## config.mk

```make
export PLATFORM = sky130hd
export DESIGN_NAME = muldiv_sequencer_flat
export DESIGN_NICKNAME = d
export VERILOG_FILES = /design/src/rtl/muldiv_sequencer_if.sv /design/src/rtl/muldiv_sequencer.sv /design/src/flat_wrapper.sv
export SDC_FILE = /design/constraint.sdc
export NUM_CORES = 1
export LEC_CHECK = 0
export BUFFER_PORTS_ARGS = -buffer_cell sky130_fd_sc_hd__buf_2
export CORE_ASPECT_RATIO = 0.8
export CORE_UTILIZATION = 50
export CTS_CLUSTER_SIZE = 25
export DETAILED_ROUTE_END_ITERATION = 7
export MAX_ROUTING_LAYER = met4
export PLACE_DENSITY = 0.68
export SLEW_MARGIN = 20
export SYNTH_ARGS = -nofsm -noshare
export SYNTH_HDL_FRONTEND = slang
export SYNTH_SLANG_ARGS = --single-unit
```

## constraint.sdc

```tcl
create_clock -name clk -period 15 [get_ports clk]
set_input_delay 1.5 -clock clk [delete_from_list [all_inputs] [get_ports clk]]
set_output_delay 1.5 -clock clk [all_outputs]
set_load 0.1 [all_outputs]
```

## src/rtl/muldiv_sequencer_if.sv

```systemverilog
// Decode-side bus of the HI/LO multiply/divide unit: operation issue, MTHI/MTLO
// writes, MFHI/MFLO read hazard, and the registered HI/LO results.
interface muldiv_sequencer_if #(
  parameter int unsigned WIDTH = 32
);
  logic             start;
  logic [1:0]       op;
  logic [WIDTH-1:0] a;
  logic [WIDTH-1:0] b;
  logic             mt_hi;
  logic             mt_lo;
  logic [WIDTH-1:0] mt_data;
  logic             read_req;
  logic [WIDTH-1:0] hi;
  logic [WIDTH-1:0] lo;
  logic             busy;
  logic             done;
  logic             stall;

  modport master (
    output start, op, a, b, mt_hi, mt_lo, mt_data, read_req,
    input  hi, lo, busy, done, stall
  );

  modport slave (
    input  start, op, a, b, mt_hi, mt_lo, mt_data, read_req,
    output hi, lo, busy, done, stall
  );
endinterface

```

## src/rtl/muldiv_sequencer.sv

```systemverilog
// Iterative shift-add multiply / restoring divide owning the MIPS HI/LO pair.
// Optional MULDIV_EARLY_OUT_EN: multiplies finish once the shifted multiplier is zero.
module muldiv_sequencer #(
  parameter int unsigned WIDTH = 32
) (
  input logic              clk,
  input logic              reset,
  muldiv_sequencer_if.slave bus
);
  localparam int unsigned CW = (WIDTH > 1) ? $clog2(WIDTH) : 1;
  localparam int unsigned W2 = 2 * WIDTH;
  localparam logic [CW-1:0] LAST = CW'(WIDTH - 1);

  typedef enum logic [1:0] {S_IDLE, S_RUN, S_FINISH} state_t;

  state_t state, state_nx;

  logic [CW-1:0]    count;
  logic             is_div;
  logic             sign_a;
  logic             sign_b;
  logic             div_zero;
  logic [W2-1:0]    acc;
  logic [W2-1:0]    mcand;
  logic [WIDTH-1:0] mplier;
  logic [WIDTH-1:0] divisor;
  logic [WIDTH-1:0] quo;
  logic [WIDTH-1:0] rem;
  logic [WIDTH-1:0] a_raw;
  logic [WIDTH-1:0] hi_q;
  logic [WIDTH-1:0] lo_q;

  logic             op_signed;
  logic [WIDTH-1:0] a_abs;
  logic [WIDTH-1:0] b_abs;
  logic [W2-1:0]    acc_nx;
  logic [WIDTH-1:0] mplier_sh;
  logic [WIDTH:0]   rem_sh;
  logic [WIDTH:0]   diff;
  logic [W2-1:0]    prod;
  logic [WIDTH-1:0] res_hi;
  logic [WIDTH-1:0] res_lo;

  // Operand conditioning and one iteration of each datapath
  always_comb begin
    op_signed = ~bus.op[0];
    a_abs     = (op_signed && bus.a[WIDTH-1]) ? -bus.a : bus.a;
    b_abs     = (op_signed && bus.b[WIDTH-1]) ? -bus.b : bus.b;
    acc_nx    = mplier[0] ? acc + mcand : acc;
    mplier_sh = mplier >> 1;
    rem_sh    = {rem, quo[WIDTH-1]};
    diff      = rem_sh - {1'b0, divisor};
  end

  // Sign fixup applied at the FINISH edge; divide-by-zero returns the raw dividend in HI
  always_comb begin
    res_hi = '0;
    res_lo = '0;
    prod   = (sign_a ^ sign_b) ? -acc : acc;
    if (!is_div) begin
      res_hi = prod[W2-1:WIDTH];
      res_lo = prod[WIDTH-1:0];
    end else if (div_zero) begin
      res_hi = a_raw;
      res_lo = '1;
    end else begin
      res_hi = sign_a ? -rem : rem;
      res_lo = (sign_a ^ sign_b) ? -quo : quo;
    end
  end

  always_comb begin
    state_nx = state;
    unique case (state)
      S_IDLE:   if (bus.start) state_nx = S_RUN;
      S_RUN: begin
        if (count == LAST) state_nx = S_FINISH;
`ifdef MULDIV_EARLY_OUT_EN
        else if (!is_div && mplier_sh == '0) state_nx = S_FINISH;
`endif
      end
      S_FINISH: state_nx = S_IDLE;
      default:  state_nx = S_IDLE;
    endcase
  end

  always_ff @(posedge clk or posedge reset) begin
    if (reset) state <= S_IDLE;
    else       state <= state_nx;
  end

  always_ff @(posedge clk or posedge reset) begin
    if (reset) begin
      count    <= '0;
      is_div   <= 1'b0;
      sign_a   <= 1'b0;
      sign_b   <= 1'b0;
      div_zero <= 1'b0;
      acc      <= '0;
      mcand    <= '0;
      mplier   <= '0;
      divisor  <= '0;
      quo      <= '0;
      rem      <= '0;
      a_raw    <= '0;
      hi_q     <= '0;
      lo_q     <= '0;
    end else begin
      unique case (state)
        S_IDLE: begin
          if (bus.start) begin
            count    <= '0;
            is_div   <= bus.op[1];
            sign_a   <= op_signed & bus.a[WIDTH-1];
            sign_b   <= op_signed & bus.b[WIDTH-1];
            div_zero <= (bus.b == '0);
            acc      <= '0;
            mcand    <= W2'(a_abs);
            mplier   <= b_abs;
            divisor  <= b_abs;
            quo      <= a_abs;
            rem      <= '0;
            a_raw    <= bus.a;
          end else begin
            if (bus.mt_hi) hi_q <= bus.mt_data;
            if (bus.mt_lo) lo_q <= bus.mt_data;
          end
        end
        S_RUN: begin
          count  <= count + 1'b1;
          acc    <= acc_nx;
          mcand  <= mcand << 1;
          mplier <= mplier_sh;
          // Restoring step: keep the trial difference only when it did not borrow
          if (!diff[WIDTH]) rem <= diff[WIDTH-1:0];
          else              rem <= rem_sh[WIDTH-1:0];
          quo <= {quo[WIDTH-2:0], ~diff[WIDTH]};
        end
        S_FINISH: begin
          hi_q <= res_hi;
          lo_q <= res_lo;
        end
        default: ;
      endcase
    end
  end

  assign bus.hi    = hi_q;
  assign bus.lo    = lo_q;
  assign bus.busy  = (state != S_IDLE);
  assign bus.done  = (state == S_FINISH);
  assign bus.stall = bus.read_req & (state != S_IDLE);
endmodule
```

## src/flat_wrapper.sv

```systemverilog
// flat-port wrapper written by rule: the top's interface ports become plain ports
module muldiv_sequencer_flat 
#(
  parameter int unsigned WIDTH = 32
)
  (clk, reset, bus_start, bus_op, bus_a, bus_b, bus_mt_hi, bus_mt_lo, bus_mt_data, bus_read_req, bus_hi, bus_lo, bus_busy, bus_done, bus_stall);
  muldiv_sequencer_if #(.WIDTH(WIDTH)) bus_i ();
  input logic clk;
  input logic reset;
  input wire logic [$bits(bus_i.start)-1:0] bus_start;
  input wire logic [$bits(bus_i.op)-1:0] bus_op;
  input wire logic [$bits(bus_i.a)-1:0] bus_a;
  input wire logic [$bits(bus_i.b)-1:0] bus_b;
  input wire logic [$bits(bus_i.mt_hi)-1:0] bus_mt_hi;
  input wire logic [$bits(bus_i.mt_lo)-1:0] bus_mt_lo;
  input wire logic [$bits(bus_i.mt_data)-1:0] bus_mt_data;
  input wire logic [$bits(bus_i.read_req)-1:0] bus_read_req;
  output wire logic [$bits(bus_i.hi)-1:0] bus_hi;
  output wire logic [$bits(bus_i.lo)-1:0] bus_lo;
  output wire logic [$bits(bus_i.busy)-1:0] bus_busy;
  output wire logic [$bits(bus_i.done)-1:0] bus_done;
  output wire logic [$bits(bus_i.stall)-1:0] bus_stall;
  assign bus_i.start = bus_start;
  assign bus_i.op = bus_op;
  assign bus_i.a = bus_a;
  assign bus_i.b = bus_b;
  assign bus_i.mt_hi = bus_mt_hi;
  assign bus_i.mt_lo = bus_mt_lo;
  assign bus_i.mt_data = bus_mt_data;
  assign bus_i.read_req = bus_read_req;
  assign bus_hi = bus_i.hi;
  assign bus_lo = bus_i.lo;
  assign bus_busy = bus_i.busy;
  assign bus_done = bus_i.done;
  assign bus_stall = bus_i.stall;
  muldiv_sequencer #(.WIDTH(WIDTH)) u_core (.clk(clk), .reset(reset), .bus(bus_i));
endmodule
```

Word-level counts from Yosys, hierarchy flattened
Cells that the tools add are included.

Bits in registers: 363. Output and inout port bits: 67. Logic and storage cells: 83.

Add/sub/neg operators: 8. Equal/unequal tests: 9. Multiplexer cells: 32. Bitwise logic cells: 6. Reductions and logical operators: 13.

Operator list (count): two-way mux 32 bit (16); case mux 32 bit (2 select lines) (5); two-way mux 64 bit (4); case mux 64 bit (2 select lines) (2); negator 32 bit (4); adder 64 bit (1); negator 64 bit (1); subtractor 33 x 32 -> 33 bit (1); logical NOT 32 bit (1); case mux 5 bit (2 select lines) (1); AND reduction 3 bit (3); inequality test 2 bit, second input constant (4); AND reduction 2 bit (3); nonzero test 2 bit (3); adder 5 x 1 -> 5 bit, second input constant (1); equality test 5 bit, second input constant (1); two-way mux 5 bit (1); two-way mux 2 bit (2); inequality test 2 x 1 -> 1 bit, second input constant (2); case mux 2 bit (2 select lines) (1); bitwise AND 1 bit (3); equality test 2 x 1 -> 1 bit, second input constant (1); equality test 2 bit, second input constant (1); logical AND 1 bit (2); other kinds (3) (4).

Logic depth before layout (Yosys ltp)
Depth after elaboration: 5. Depth in mapped cells: 16.

Least setup slack after synthesis
OpenSTA, ideal clock, no wires.

Path kind: input-to-output. Start: input bus_read_req. End: output bus_stall. Arrival: 2.834 ns. Required time: 13.500 ns. Slack: 10.666 ns. Stages on the path: 1. Buffers on the path: 0. Cells stage by stage: nor2b_1.

Cells in the longest elaborated chain, start to end: 1.

RTL lines: start: declaration (line flat_wrapper.sv:17) `input wire logic [$bits(bus_i.read_req)-1:0] bus_read_req;`; bitwise AND 1 bit (line muldiv_sequencer.sv:152) `assign bus.stall = bus.read_req & (state != S_IDLE);`; end: declaration (line flat_wrapper.sv:22) `output wire logic [$bits(bus_i.stall)-1:0] bus_stall;`.

Every way passes these cells.

Worst setup path after layout
Start: register u_core.quo[31]. End: register u_core.rem[29].

Cells in the longest elaborated chain, start to end: 3.

RTL lines: start: declaration (line muldiv_sequencer.sv:27) `logic [WIDTH-1:0] quo;`; start signal: assignment (line muldiv_sequencer.sv:121) `quo <= a_abs;`; start signal: assignment (line muldiv_sequencer.sv:137) `quo <= {quo[WIDTH-2:0], ~diff[WIDTH]};`; subtractor 33 x 32 -> 33 bit (line muldiv_sequencer.sv:52) `diff = rem_sh - {1'b0, divisor};`; two-way mux 32 bit (line muldiv_sequencer.sv:135) `if (!diff[WIDTH]) rem <= diff[WIDTH-1:0];`; case mux 32 bit (2 select lines) (line muldiv_sequencer.sv:109) `unique case (state)`; end signal: assignment (line muldiv_sequencer.sv:135); end signal: assignment (line muldiv_sequencer.sv:136) `else rem <= rem_sh[WIDTH-1:0];`; end: declaration (line muldiv_sequencer.sv:28) `logic [WIDTH-1:0] rem;`.

Every way passes these cells. A chain may end at the register's enable or synchronous reset.

==> reports/results.tsv <==
metric	value	unit
status	finished, final reports clean	
grt_pass1_wl	125	mm
cp-endpoint	u_core.rem[29]	
dp_hpwl	61.0	mm
largestRegisters	u_core.acc (64), u_core.mcand (64)	
grtUsageTotal	34.1	%
critPathArrivalTime	4930	ps
drive_above_1_share	10.3	%
syn-cell-area	0.0242	mm2
cp-end-kind	flip-flop	
start_kind	flip-flop	
reg2reg_depth	16	
clock-root-buffer	clkbuf_16	
cp.required	15440	ps
start_util	51.0	%
r2r_slack	10500	ps
io_buffers	170	
final_nets	3165	
die_h	199	um
pin_count	171	
rows	71	
ctsHoldBuffers	0	
layout_worst_path_cycle_share	30.0	%
setup_viol	0	
cts.clk_slew.worst_paths	60	ps
netlist.top_cell.by_area	dfrtp_1	
synthDistinctLibCells	75	
cts_sinks	363	
drt_iter0_markers	2059	
fin_setup_tns	0	ps
synthTopCellsByArea	dfrtp_1, nand2_1, o21ai_0	
final_cell_mix	nand2_1, dfrtp_1, o21ai_0	
async_flop_share	100	%
gp_congestion	0.955	
wire_per_inst	22.6	um
coreArea	0.0474	mm2
tightest_slew	1010	ps
setup.worst_path.start	u_core.quo[31]	
slew_headroom	32.7	%
htreeDepth	2	
hold_path_class	flip-flop to flip-flop	
hold_viol	0	
ys_seq_area_share	37.5	%
r2r-start	u_core.quo[31]	
drt_pass1_iterations	6	
synth-edff-count	0	
clockBufferDepth	3	
grt_overflow	0	
antenna_found_initial	9	
criticalPathCategory	flip-flop to flip-flop	
synth_cells	2895	
numCtsBuffers	40	
fp.dieW	248	um
final_antenna_net_count	0	
synth_ff_type	dfrtp_1	
grt_pass1_vias	20700	
mostFrequentLayoutCell	nand2_1	
cts_resized	0	
synth_fp_nets	3103	
finalCriticalPeriod	4500	ps
maxCapViolations	0	
grt_max_degree	93	
cp_max_fo	35	
ys_ff_latch	363	
fp.dieArea	0.0493	mm2
grt_setup_unrepaired	no	
skew	31.7	ps
routed_wirelength	81.6	mm
post-cts-setup-buffer-count	0	
final-max-slew-violation-count	0	
r2r-end	u_core.rem[29]	
syn2layout_area_growth	10.6	%
drc	0	
syn_avg_cell_area	8.36	um2
ys_warn_count	0	
yosysTopAreaCellShare	37.5	%
max_freq	222	MHz
vias_per_cell	6.23	
vias	22500	
clk_latency	570	ps
cts_tree	yes	
## worst max-delay path, stage by stage, from the launching register on
cell	delay, ps
dfrtp_1	340
inv_1	130
ha_1	260
fa_1	400
nor2b_1	120
o21ai_0	110
a21boi_0	430
o21ai_0	280
a21oi_1	510
a21oi_1	180
o31ai_1	240
a21oi_1	190
xnor2_4	210
buf_4	470
nor2_1	150
a22oi_1	240
nand2_1	70
## Yosys cell counts (16+ instances only)
master	n
ha_1	102
nor4_1	23
o21ai_0	324
a22oi_1	20
or3_1	33
nor2b_1	19
o211ai_1	24
nor2_1	187
xor2_1	111
a221o_1	83
nor3_1	35
o41ai_1	18
a211oi_1	16
a21o_1	69
nand2b_1	27
nand3_1	28
nand4_1	21
o31ai_1	36
o22ai_1	28
xnor2_1	144
mux2i_1	41
clkbuf_1	156
inv_1	74
nand2_1	474
a21oi_1	229
dfrtp_1	363
a31oi_1	20
## kinds of logic (layout without fill, tap and decap cells)
logic type | after synthesis | in the layout | share of synthesized area, %
XOR/XNOR | 256 | 256 | 9.29
multiplexers | 41 | 41 | 1.69
AND/OR/NAND/NOR | 912 | 912 | 16.7
other | 0 | 7 | 0
buffers and inverters | 253 | 341 | 3.98
AO/OA/AOI/OAI | 966 | 966 | 25.4
adder cells (fa/ha/maj) | 104 | 104 | 5.44
flip-flops | 363 | 363 | 37.5
## through the flow
step	instance area, um2	utilization, %	instances	hold slack (ps)	setup WS [ps]
6_report	26800	56.4	3610	473	10500
4_1_cts	26800	56.4	3603	477	10610
5_1_grt	26800	56.4	3610	494	10210
3_3_place_gp	25500	53.7	3535	457	10400
2_1_floorplan	24200	-	2895	445	3420
3_5_place_dp	25500	53.7	3535	462	10340
## worst min path at each step
| stage | cells past startpoint | to | start | slack, ps |
|---|---|---|---|---|
| 2_1_floorplan | 2 | u_core.mplier[11] | u_core.mplier[12] | 440 |
| 3_3_place_gp | 2 | u_core.bus.lo[31] | u_core.bus.lo[31] | 460 |
| 3_5_place_dp | 2 | u_core.a_raw[5] | u_core.a_raw[5] | 460 |
| 4_1_cts | 2 | u_core.a_raw[5] | u_core.a_raw[5] | 480 |
| 5_1_grt | 1 | u_core.divisor[5] | u_core.divisor[5] | 490 |
| 6_report | 1 | u_core.divisor[5] | u_core.divisor[5] | 470 |
## per-layer routing
layer  vias up  global-route usage [%]  wire length, um
met1     11100                    51.0            39400
met4         0                    8.61             1870
met3       112                    6.46             6530
met2       842                    46.8            33800
met5         -                       -                0
li1      10500                       -                -
## cell type report
| cell class | instances | area (um2) |
|---|---|---|
| antenna | 7 | 17.5 |
| clock buffer | 54 | 1140 |
| clock inverter | 14 | 134 |
| fill | 4414 | 20700 |
| inverter | 75 | 289 |
| multi-input combinational | 2279 | 14300 |
| sequential | 363 | 9090 |
| tap | 620 | 776 |
| timing repair buffer | 198 | 1060 |
Power is not shown: default switching activity piles up to over one toggle a cycle in this logic, so the estimate is an artifact.
